`src/rtl/uart_word_tx.sv`:
```
// uart_word_tx: serializes a 32-bit word as four back-to-back UART bytes, MSB byte first
//   clk      system clock
//   rst      synchronous reset, active-low
//   word_in  word to transmit, captured on the accept edge
//   send     request, accepted when ready=1
//   ready    idle and able to accept (registered)
//   done     one-cycle pulse as the last stop bit completes (registered)
//   tx       serial line, idle high (registered)
//   UART_WORD_TX_PARITY_EN adds an even-parity bit after each byte's data bits
module uart_word_tx #(
  parameter int CLKS_PER_BIT = 868
) (
  input  logic        clk,
  input  logic        rst,
  input  logic [31:0] word_in,
  input  logic        send,
  output logic        ready,
  output logic        done,
  output logic        tx
);
  localparam int BW = $clog2(CLKS_PER_BIT + 1);
  localparam logic [BW-1:0] LAST = BW'(CLKS_PER_BIT - 1);
`ifdef UART_WORD_TX_PARITY_EN
  typedef enum logic [2:0] {IDLE, START, DATA, PARITY, STOP} state_t;
  localparam state_t AFTER_DATA = PARITY;
`else
  typedef enum logic [2:0] {IDLE, START, DATA, STOP} state_t;
  localparam state_t AFTER_DATA = STOP;
`endif
  state_t state, state_d;
  logic [BW-1:0] baud_cnt;
  logic [2:0] bit_idx;
  logic [1:0] byte_idx;
  logic [31:0] sh;
  logic [7:0] cur;
  logic bit_end, last_bit, last_byte, accept, tail, tx_d, ready_d, done_d;
  assign cur = sh[31:24];
  assign bit_end = baud_cnt == LAST;
  assign last_bit = bit_idx == 3'd7;
  assign last_byte = byte_idx == 2'd3;
  assign accept = send & ready;
`ifdef UART_WORD_TX_PARITY_EN
  assign tail = ^cur;
`else
  assign tail = 1'b1;
`endif
  always_ff @(posedge clk)
    if (!rst) begin
      state <= IDLE;
      baud_cnt <= '0;
      bit_idx <= '0;
      byte_idx <= '0;
      sh <= '0;
      tx <= 1'b1;
      ready <= 1'b1;
      done <= 1'b0;
    end else begin
      state <= state_d;
      tx <= tx_d;
      ready <= ready_d;
      done <= done_d;
      baud_cnt <= (state == IDLE || bit_end) ? '0 : baud_cnt + 1'b1;
      bit_idx <= (state == DATA && bit_end) ? bit_idx + 3'd1 : bit_idx;
      byte_idx <= (state == STOP && bit_end) ? byte_idx + 2'd1 : byte_idx;
      // the byte on the wire is always sh[31:24]; advance to the next one at each stop-bit end
      sh <= (state == IDLE && accept) ? word_in : (state == STOP && bit_end) ? {sh[23:0], 8'h00} : sh;
    end
  always_comb begin
    state_d = state;
    case (state)
      IDLE: state_d = accept ? START : IDLE;
      START: state_d = bit_end ? DATA : START;
      DATA: state_d = (bit_end && last_bit) ? AFTER_DATA : DATA;
`ifdef UART_WORD_TX_PARITY_EN
      PARITY: state_d = bit_end ? STOP : PARITY;
`endif
      STOP: state_d = bit_end ? (last_byte ? IDLE : START) : STOP;
      default: state_d = IDLE;
    endcase
  end
  // tx is registered, so each bit's value is chosen at the edge that ends the previous bit
  always_comb begin
    tx_d = tx;
    ready_d = ready;
    done_d = 1'b0;
    case (state)
      IDLE: begin
        tx_d = accept ? 1'b0 : 1'b1;
        ready_d = !accept;
      end
      START: tx_d = bit_end ? cur[0] : tx;
      DATA: tx_d = bit_end ? (last_bit ? tail : cur[bit_idx + 3'd1]) : tx;
`ifdef UART_WORD_TX_PARITY_EN
      PARITY: tx_d = bit_end ? 1'b1 : tx;
`endif
      STOP: begin
        tx_d = bit_end ? last_byte : tx;
        ready_d = bit_end && last_byte;
        done_d = bit_end && last_byte;
      end
      default: tx_d = 1'b1;
    endcase
  end
endmodule

```
`config.mk`:
```
export PLATFORM = sky130hd
export DESIGN_NAME = uart_word_tx
export DESIGN_NICKNAME = d
export VERILOG_FILES = /design/src/rtl/uart_word_tx.sv
export SDC_FILE = /design/constraint.sdc
export NUM_CORES = 1
export LEC_CHECK = 0
export BUFFER_PORTS_ARGS = -buffer_cell sky130_fd_sc_hd__buf_2
export CAP_MARGIN = 0
export CORE_ASPECT_RATIO = 0.9
export CORE_MARGIN = 4
export CORE_UTILIZATION = 34
export DETAILED_ROUTE_END_ITERATION = 10
export SYNTH_ARGS = -nofsm -noshare
export SYNTH_HDL_FRONTEND = slang
export SYNTH_SLANG_ARGS = --single-unit
```
`constraint.sdc`:
```
create_clock -name clk -period 3.4 [get_ports clk]
set_clock_uncertainty 0.1 [all_clocks]
set_input_delay 0.68 -clock clk [delete_from_list [all_inputs] [get_ports clk]]
set_output_delay 0.68 -clock clk [all_outputs]
set_load 0.02 [all_outputs]
```
==> results_dict.tcl, run 1 <==
set metrics [dict create \
    min_from "sh[0]$_SDFFE_PN0P_" \
    worstSetupPathType "reg2reg" \
    seq_area_frac_synth_pct 41.7 \
    avgSynthCellArea_um2 9.57 \
    areaGrowthSynthToFinish_pct 11.9 \
    fin_cells 382 \
    ys_warn_count 0 \
    cts_buffer_depth 2 \
    grt_pass1_vias 1723 \
    core_area_um2 7110 \
    synthArstFlopShare_pct 0 \
    grt_first_pass_wirelength_mm 8.16 \
    grt_usage_pct 11.5 \
    period_needed_ns 2.04 \
    synth_edf_count 0 \
    die_y_um 89.3 \
    fin_nets 331 \
    p_per_area_nw_per_um2 451 \
    syn-num-nets 304 \
    max-vdd-ir-drop_uv 203 \
    status "finished, final reports clean" \
    cts_sinks 52 \
    max-slew-margin-rel_pct 65.8 \
    route.vias.total 1887 \
    cts_hold_buffers 0 \
    maxSlewViolCount 0 \
    holdPathStages 2 \
    synth.distinct_cells 41 \
    r2r_slack_ns 1.36 \
    yosys-top-cells-area "dfxtp_1 (42%), mux2i_1 (10%), o211a_1 (9.6%)" \
    cap_violations 0 \
    yosys.area.top_type_share_pct 41.7 \
    r2r-start "baud_cnt[0]$_SDFF_PP0_" \
    p_seq_share_pct 54.2 \
    drc 0 \
    grt_max_degree 57 \
    swShare_pct 28.3 \
    cp-start-kind "register" \
    synth-seq-cells 52 \
    worst_setup_path_end_kind "register" \
    worstMarginPinSlew_ns 0.513 \
    start_util_pct 35.1 \
    cp.arrival_ns 2.16 \
    ant_nets 0 \
    insertion_delay_ns 0.32 \
    worstPathMaxFanout 10 \
    drive_gt1_share_pct 19.0 \
    io_buffer_count 37 \
    die-area_um2 8790 \
    numCtsBuffers 5 \
    setup_viol 0 \
    root_buffer "clkbuf_8" \
    cts_resized 0 \
    hold_end "sh[0]$_SDFFE_PN0P_" \
    diodes 0 \
    netlist_instances 261 \
    dr.pass1.iters 4 \
    cts_tree "built" \
    routed_wl_mm 4.83 \
    yosysTopAreaCell "dfxtp_1" \
    multi_input_area_um2 1320 \
    tns_ns 0 \
    clkPwrFrac_pct 29.8 \
    netlist_area_um2 2500 \
    worstHoldPathType "reg2reg" \
    worstRegToRegCells 5 \
    r2r_end "state[1]$_SDFF_PN0_" \
    finalHoldViolations 0 \
    power_frac_comb_pct 16.0 \
    die_w_um 98.4 \
    ys.flop_type "dfxtp_1" \
    postCtsSetupRepairBufs 0 \
    overflow 0 \
    p_switching_uw 357 \
    post_drt_via_cell_ratio 4.94 \
    drt_iter0_markers 101 \
    nFillCells 761 \
    rows 29 \
    place_inst 374 \
    p_leak_nw 1.31 \
    hpwl_mm 3.29 \
    fin_area_um2 2800 \
    fin_crit_sh_pct 60.1 \
    pin_count 38 \
    wire_per_inst_um 12.7 \
    routabilityCongestion 0.713 \
    regArea_um2 1040 \
    grt_setup_unrepaired "false" \
    required_ns 3.52 \
    cts.reportedPaths.clkPinSlew_ns 0.10 \
    clock.fmax_mhz 490 \
    placedInstanceArea_um2 2700 \
    antenna_found_initial 1 \
    p_int_uw 904 \
    htree_num_levels 2 \
]
## stage by stage
stage / hold slack [ns] / setup slack (ns) / power [mW] / util, %
floorplan: 0.330 / 1.49 / 0.858 / -
global placement: 0.344 / 1.29 / 0.898 / 38.0
detailed placement: 0.351 / 1.28 / 0.902 / 38.0
CTS: 0.368 / 1.35 / 1.28 / 39.3
global route: 0.384 / 1.13 / 1.34 / 39.3
finish: 0.361 / 1.36 / 1.26 / 39.3
## cells in the final DEF, fill, tap and decap left out, drive strengths merged, types with 4 or more instances in the layout
cell,count
a21oi,4
buf,40
clkbuf,5
dfxtp,52
ha,8
inv,5
mux2i,26
nand2,42
nand3,15
nor2,12
o211a,24
o21ai,9
xnor2,7
## power by group through the flow
stage          Clock, mW  Combinational, mW  Sequential [mW]
5_1_grt            0.416              0.231            0.689
3_3_place_gp           0              0.202            0.696
6_report           0.375              0.202            0.683
2_1_floorplan          0              0.166            0.692
4_1_cts            0.393              0.206            0.683
3_5_place_dp           0              0.205            0.698
## cell families (layout without fill, tap and decap cells)
family | Yosys count | after routing | share of synthesized area, %
AND/OR/NAND/NOR | 88 | 88 | 16.6
flip-flops | 52 | 52 | 41.7
AO/OA/AOI/OAI | 51 | 51 | 16.8
multiplexers | 29 | 29 | 12.2
buffers and inverters | 24 | 52 | 5.56
XOR/XNOR | 9 | 9 | 3.15
adder cells (fa/ha/maj) | 8 | 8 | 4.01
## worst max-delay path: stages (launching register included)
cell and delay (ns):
dfxtp_1 0.38, ha_1 0.25, nor2b_1 0.26, and3_1 0.42
mux2_2 0.38, o21a_1 0.16
## state kept, by name, summed over array words and instances, names as in the netlist
signal,count
tx,1
done,1
state,2
byte_idx,2
baud_cnt,10
sh,32
ready,1
bit_idx,3
## how the worst max path moves through the flow
stage	start	slack (ns)	endpoint	cells after the start
6_report	baud_cnt[0]$_SDFF_PP0_	1.36	state[1]$_SDFF_PN0_	5
5_1_grt	baud_cnt[0]$_SDFF_PP0_	1.13	baud_cnt[3]$_SDFF_PP0_	5
4_1_cts	baud_cnt[0]$_SDFF_PP0_	1.35	state[1]$_SDFF_PN0_	5
3_5_place_dp	send	1.28	sh[19]$_SDFFE_PN0P_	6
3_3_place_gp	send	1.29	sh[19]$_SDFFE_PN0P_	6
2_1_floorplan	send	1.49	sh[10]$_SDFFE_PN0P_	6
## cell usage after synthesis, drive strengths merged, types with 2 or more instances
cell type	number
dfxtp	52
a21boi	3
nand4	2
nand2	42
mux2i	26
xor2	2
nor2b	3
o21a	2
buf	11
nor3	3
a21oi	4
mux2	2
and2	2
o31ai	2
and3	3
nor4b	2
xnor2	7
o21ai	9
ha	8
nor2	12
nand3	15
o211a	24
inv	4
clkbuf	9
## layout make-up
cell class	count	area share [%]
well taps	93	4.16
repair buffers	40	7.43
inverters	4	0.537
flip-flops and latches	52	37.2
multi-input cells	185	47.2
clock inverters	3	0.984
clock buffers	5	2.46
## metal layers
| metal | global-route usage [%] | vias to the layer above | routed length, µm |
|---|---|---|---|
| met1 | 15.1 | 851 | 2380 |
| met3 | 4.45 | 13 | 280 |
| met4 | 4.59 | 2 | 100 |
| met5 | 0 | - | 13 |
| met2 | 17.1 | 38 | 2060 |
| li1 | - | 983 | - |
No activity file was read; power rests on OpenSTA's default activity.
==> run 2, diff against run 1 <==
==> constraint.sdc (replaced) <==
create_clock -name clk -period 1.7 [get_ports clk]
set_clock_uncertainty 0.1 [all_clocks]
set_input_delay 0.34 -clock clk [delete_from_list [all_inputs] [get_ports clk]]
set_output_delay 0.34 -clock clk [all_outputs]
set_load 0.02 [all_outputs]
==> run 2 against run 1 <==
Compared with the run above: the flow now finishes with violations (setup timing); critical path type unchanged; largest cell class unchanged; count of clock-buffer cells in the layout unchanged; utilization up 6.2 points; final area increased by 16%.
==> results_dict.tcl, run 2 (same netlist as run 1, synthesis figures left out) <==
set metrics [dict create \
    largest_reg_flops 32 \
    dr.pass1.iters 4 \
    hpwl_mm 3.61 \
    areaGrowthSynthToFinish_pct 29.4 \
    fin_nets 358 \
    cp-start-kind "register" \
    worstSetupPathType "reg2reg" \
    drc 0 \
    grt_setup_unrepaired "true" \
    diodes 0 \
    p_seq_share_pct 50.5 \
    p_int_mw 1.93 \
    route.vias.total 2069 \
    cts_buffer_depth 2 \
    status "finished, violations left" \
    fin_crit_sh_pct 105 \
    ant_nets 0 \
    die-area_um2 8790 \
    largest_registers "sh: 32 flops, baud_cnt: 10 flops, bit_idx: 3 flops" \
    swShare_pct 28.8 \
    tns_ns -0.109 \
    setup_viol 7 \
    cts_tree "built" \
    worstMarginPinSlew_ns 0.442 \
    insertion_delay_ns 0.32 \
    place_ws_ns -0.0916 \
    core_area_um2 7110 \
    cts_sinks 52 \
    grt_max_degree 57 \
    layout_common_cells "dfxtp_1 (45), buf_2 (37), nand2_1 (35), mux2i_1 (26), o211a_1 (24)" \
    die_w_um 98.4 \
    pin_count 38 \
    fin_util_pct 45.5 \
    cp.arrival_ns 1.88 \
    violations "setup timing" \
    grt_usage_pct 11.9 \
    cap_violations 0 \
    clock.fmax_mhz 563 \
    finalHoldViolations 0 \
    routabilityCongestion 0.775 \
    r2r_slack_ns -0.08 \
    p_leak_nw 1.50 \
    io_buffer_count 37 \
    hold-worst-slack_ns 0.135 \
    start_util_pct 35.1 \
    fin_area_um2 3230 \
    routed_wl_mm 5.82 \
    overflow 0 \
    p_switching_uw 778 \
    clkPwrFrac_pct 27.9 \
    numCtsBuffers 5 \
    maxSlewViolCount 0 \
    die_y_um 89.3 \
    root_buffer "clkbuf_8" \
    antenna_found_initial 0 \
    grt_pass1_vias 1847 \
    max-vdd-ir-drop_uv 392 \
    max-slew-margin-rel_pct 70.5 \
    worstHoldPathType "in2reg" \
    power_frac_comb_pct 21.6 \
    drt_iter0_markers 75 \
    htree_num_levels 2 \
    final_common_cell "dfxtp_1" \
    drive_gt1_share_pct 33.9 \
    post_drt_via_cell_ratio 5.06 \
    p_per_area_nw_per_um2 837 \
    wire_per_inst_um 14.2 \
    placedInstanceArea_um2 2900 \
    regMostFlops "sh" \
    period_needed_ns 1.78 \
    setup_slack_ns -0.0776 \
    required_ns 1.80 \
    cts_hold_buffers 0 \
    rows 29 \
    grt_first_pass_wirelength_mm 8.54 \
    worst_setup_path_end_kind "register" \
    worstPathMaxFanout 2 \
    cts.reportedPaths.clkPinSlew_ns 0.10 \
]
run 2: cell count changes in the layout (fill, tap and decap cells not counted), moves of 5 or more:
| cell | change |
|---|---|
| nand2_1 | -7 |
| dfxtp_1 | -7 |
| clkbuf_16 | +5 |
| nand2_2 | +7 |
| dfxtp_2 | +7 |
| buf_4 | +17 |
run 2: stage by stage:
stage | total power, mW | cells
global placement | 1.83 | 391
finish | 2.71 | 409
CTS | 2.60 | 399
detailed placement | 1.84 | 391
global route | 2.84 | 409
floorplan | 1.74 | 261
run 2: metal layers:
| metal | track usage (%) | up-vias | part of all wire (%) |
|---|---|---|---|
| met5 | 0 | - | 0 |
| met4 | 4.09 | 0 | 1.0 |
| met3 | 3.28 | 6 | 4.9 |
| met2 | 19.2 | 38 | 46 |
| met1 | 15.4 | 984 | 48 |
| li1 | - | 1041 | - |
run 2: repair_timing:
item | 4_1_cts | 5_1_grt
endpoints found under the setup margin | 12 | 37
pin swaps | 0 | 5
setup buffers | 0 | 2
resized for setup | 3 | 22
gates cloned | 0 | 8
run 2: final cells by class:
type | count | area, µm²
fill | 717 | 3880
multi-input combinational | 185 | 1420
sequential | 52 | 1050
timing repair buffer | 67 | 543
tap | 93 | 116
clock buffer | 5 | 68.8
clock inverter | 3 | 25.0
inverter | 4 | 15.0
run 2: power groups by stage:
stage | Sequential [mW] | Combinational (mW) | Clock [mW]
after floorplan | 1.39 | 0.350 | 0
after global placement | 1.39 | 0.437 | 0
after detailed placement | 1.40 | 0.443 | 0
after CTS | 1.37 | 0.447 | 0.784
after global routing | 1.38 | 0.639 | 0.824
final | 1.37 | 0.584 | 0.755
run 2: worst max-delay path, cell delays in order, from the launching register on:
cell and delay [ns]:
dfxtp_2 0.35, ha_4 0.27, mux4_2 0.50, nor2b_4 0.14, o31ai_2 0.23, a21oi_1 0.09
run 2: final timing paths:
path,end,depth (start not counted),startpoint
setup reg to reg,tx$_SDFFE_PN1P_,5,bit_idx[1]$_SDFFE_PN0P_
setup / recovery,tx$_SDFFE_PN1P_,5,bit_idx[1]$_SDFFE_PN0P_
hold / removal,sh[1]$_SDFFE_PN0P_,3,word_in[1]
hold reg to reg,sh[5]$_SDFFE_PN0P_,2,sh[5]$_SDFFE_PN0P_
==> run 3, diff against run 2 <==
--- a/config.mk
+++ b/config.mk
@@ -11,6 +11,7 @@
 export CORE_MARGIN = 4
 export CORE_UTILIZATION = 34
 export DETAILED_ROUTE_END_ITERATION = 10
+export MAX_ROUTING_LAYER = met4
 export SYNTH_ARGS = -nofsm -noshare
 export SYNTH_HDL_FRONTEND = slang
 export SYNTH_SLANG_ARGS = --single-unit
==> run 3 against run 2 <==
Compared with the run above: the flow still finishes with violations (setup timing); die area is the same; sequential share of layout area rose by 0.18 points; critical path type unchanged; utilization down 0.25 points; highest routed layer unchanged; non-clock buffer count did not move; final area down 0.54%; count of clock-buffer cells in the layout unchanged; first-iteration DRC count decreased by 23%.
==> results_dict.tcl, run 3 (same netlist as run 1, synthesis figures left out) <==
set metrics [dict create \
    status "finished, violations left" \
    violations "setup timing" \
    dr.pass1.iters 4 \
    tns_ns -0.117 \
    crit_family "multiplexers" \
    grt_pass1_vias 1848 \
    slowest_delay_ns 0.50 \
    start_util_pct 35.1 \
    worstRegToRegCells 5 \
    fin_cells 409 \
    largest_registers "sh: 32 flops, baud_cnt: 10 flops, bit_idx: 3 flops" \
    cts_buffer_depth 2 \
    route.vias.total 2066 \
    hpwl_mm 3.61 \
    crit_path_start "bit_idx[1]$_SDFFE_PN0P_" \
    wire_per_inst_um 14.2 \
    max-slew-margin-rel_pct 70.5 \
    maxSlewViolCount 0 \
    place_inst 391 \
    layout_common_cells "dfxtp_1 (45), nand2_1 (42), buf_2 (37), mux2i_1 (26), o211a_1 (24)" \
    overflow 0 \
    die_y_um 89.3 \
    final_common_cell "dfxtp_1" \
    worstHoldPathType "in2reg" \
    cts_tree "built" \
    grt_setup_unrepaired "true" \
    setup_viol 9 \
    root_buffer "clkbuf_8" \
    drt_iter0_markers 58 \
    finalHoldViolations 0 \
    wl_met1_mm 2.81 \
    required_ns 1.80 \
    cp-start-kind "register" \
    nFillCells 725 \
    topRoutingLayerUsed "met4" \
    drc 0 \
    wl_met2_mm 2.72 \
    cts_hold_buffers 0 \
    diodes 0 \
    regArea_um2 1050 \
    grt_usage_pct 12.3 \
    pin_count 38 \
    p_per_area_nw_per_um2 837 \
    die-area_um2 8790 \
    grt_first_pass_wirelength_mm 8.53 \
    insertion_delay_ns 0.31 \
    regMostFlops "sh" \
    worstSetupPathType "reg2reg" \
    htree_num_levels 2 \
    multi_input_area_um2 1400 \
    crit_slowest_cell "mux4_2" \
    cp-endpoint "tx$_SDFFE_PN1P_" \
    cts_sinks 52 \
    fin_nets 358 \
    drive_gt1_share_pct 31.6 \
    period_needed_ns 1.78 \
    r2r-start "bit_idx[1]$_SDFFE_PN0P_" \
    rows 29 \
    route.met3.wl_um 226 \
    critical_path_depth 5 \
    areaGrowthSynthToFinish_pct 28.7 \
    worst_setup_path_end_kind "register" \
    min_from "word_in[1]" \
    routed_wl_mm 5.81 \
    die_w_um 98.4 \
    crit_buf_inv 0 \
    fin_crit_sh_pct 105 \
    p_leak_nw 1.49 \
    r2r_slack_ns -0.08 \
    cts.reportedPaths.clkPinSlew_ns 0.10 \
    io_buffer_count 37 \
    post_drt_via_cell_ratio 5.05 \
    routabilityCongestion 0.785 \
    cap_violations 0 \
    antenna_found_initial 0 \
    worstPathMaxFanout 2 \
    worstMarginPinSlew_ns 0.442 \
    clock.fmax_mhz 563 \
    fin_util_pct 45.2 \
    ant_nets 0 \
    numCtsBuffers 5 \
    grt_max_degree 57 \
    r2r_end "tx$_SDFFE_PN1P_" \
    crit_chain "ha_4 -> mux4_2 -> nor2b_4 -> o31ai_2 -> a21oi_1" \
    max-vdd-ir-drop_uv 389 \
    setup_slack_ns -0.0776 \
    cp.arrival_ns 1.88 \
    largest_reg_flops 32 \
    core_area_um2 7110 \
]
## run 3: cell count changes in the layout (fill, tap and decap cells not counted)
| cell | delta |
|---|---|
| nand2_1 | +7 |
| nand2_2 | -7 |
## run 3: cell type report
type | instances | share of cell area (%)
Multi-Input combinational cell | 185 | 43.5
Sequential cell | 52 | 32.6
Clock inverter | 3 | 0.778
Inverter | 4 | 0.467
Timing Repair Buffer | 67 | 16.9
Tap cell | 93 | 3.62
Clock buffer | 5 | 2.14
## run 3: where the power goes
| group | internal (mW) | switching, mW |
|---|---|---|
| clock | 0.301 | 0.450 |
| combinational | 0.311 | 0.261 |
| sequential | 1.31 | 0.0556 |
| total | 1.92 | 0.767 |
## run 3: worst min-delay path: cells and delay by family
| family | cells | cell delay (ns) |
|---|---|---|
| buffers and inverters | 1 | 0.07 |
| and+or+nand+nor | 1 | 0.05 |
| AOI/OAI and AO/OA | 1 | 0.06 |
## run 3: repair_timing
| item | in CTS | in global routing |
|---|---|---|
| pin swaps | 0 | 5 |
| buffers inserted | 0 | 2 |
| gates cloned | 0 | 8 |
| gates resized for setup | 3 | 15 |
| setup endpoints to repair | 12 | 37 |
## run 3: through the flow
stage	total power [mW]	hold slack (ns)	cell area, µm²	setup slack, ns
after global routing	2.83	0.149	3220	-0.141
after CTS	2.60	0.127	2990	-0.0994
after detailed placement	1.84	0.349	2900	-0.0916
after global placement	1.83	0.343	2900	-0.0393
after floorplan	1.74	0.332	2560	-0.0379
final	2.69	0.134	3220	-0.0776
## run 3: worst min-delay path by stage
stage	end	slack [ns]	depth (start not counted)
after floorplan	baud_cnt[0]$_SDFF_PP0_	0.33	1
after global placement	sh[0]$_SDFFE_PN0P_	0.34	2
after detailed placement	sh[0]$_SDFFE_PN0P_	0.35	2
after CTS	sh[2]$_SDFFE_PN0P_	0.13	3
after global routing	sh[3]$_SDFFE_PN0P_	0.15	3
final	sh[1]$_SDFFE_PN0P_	0.13	3
## run 3: metal layers
| metal | GRT usage (%) | up-vias |
|---|---|---|
| met1 | 15.8 | 985 |
| met2 | 19.1 | 34 |
| met5 | - | - |
| li1 | - | 1041 |
| met4 | 4.09 | 0 |
| met3 | 2.81 | 6 |
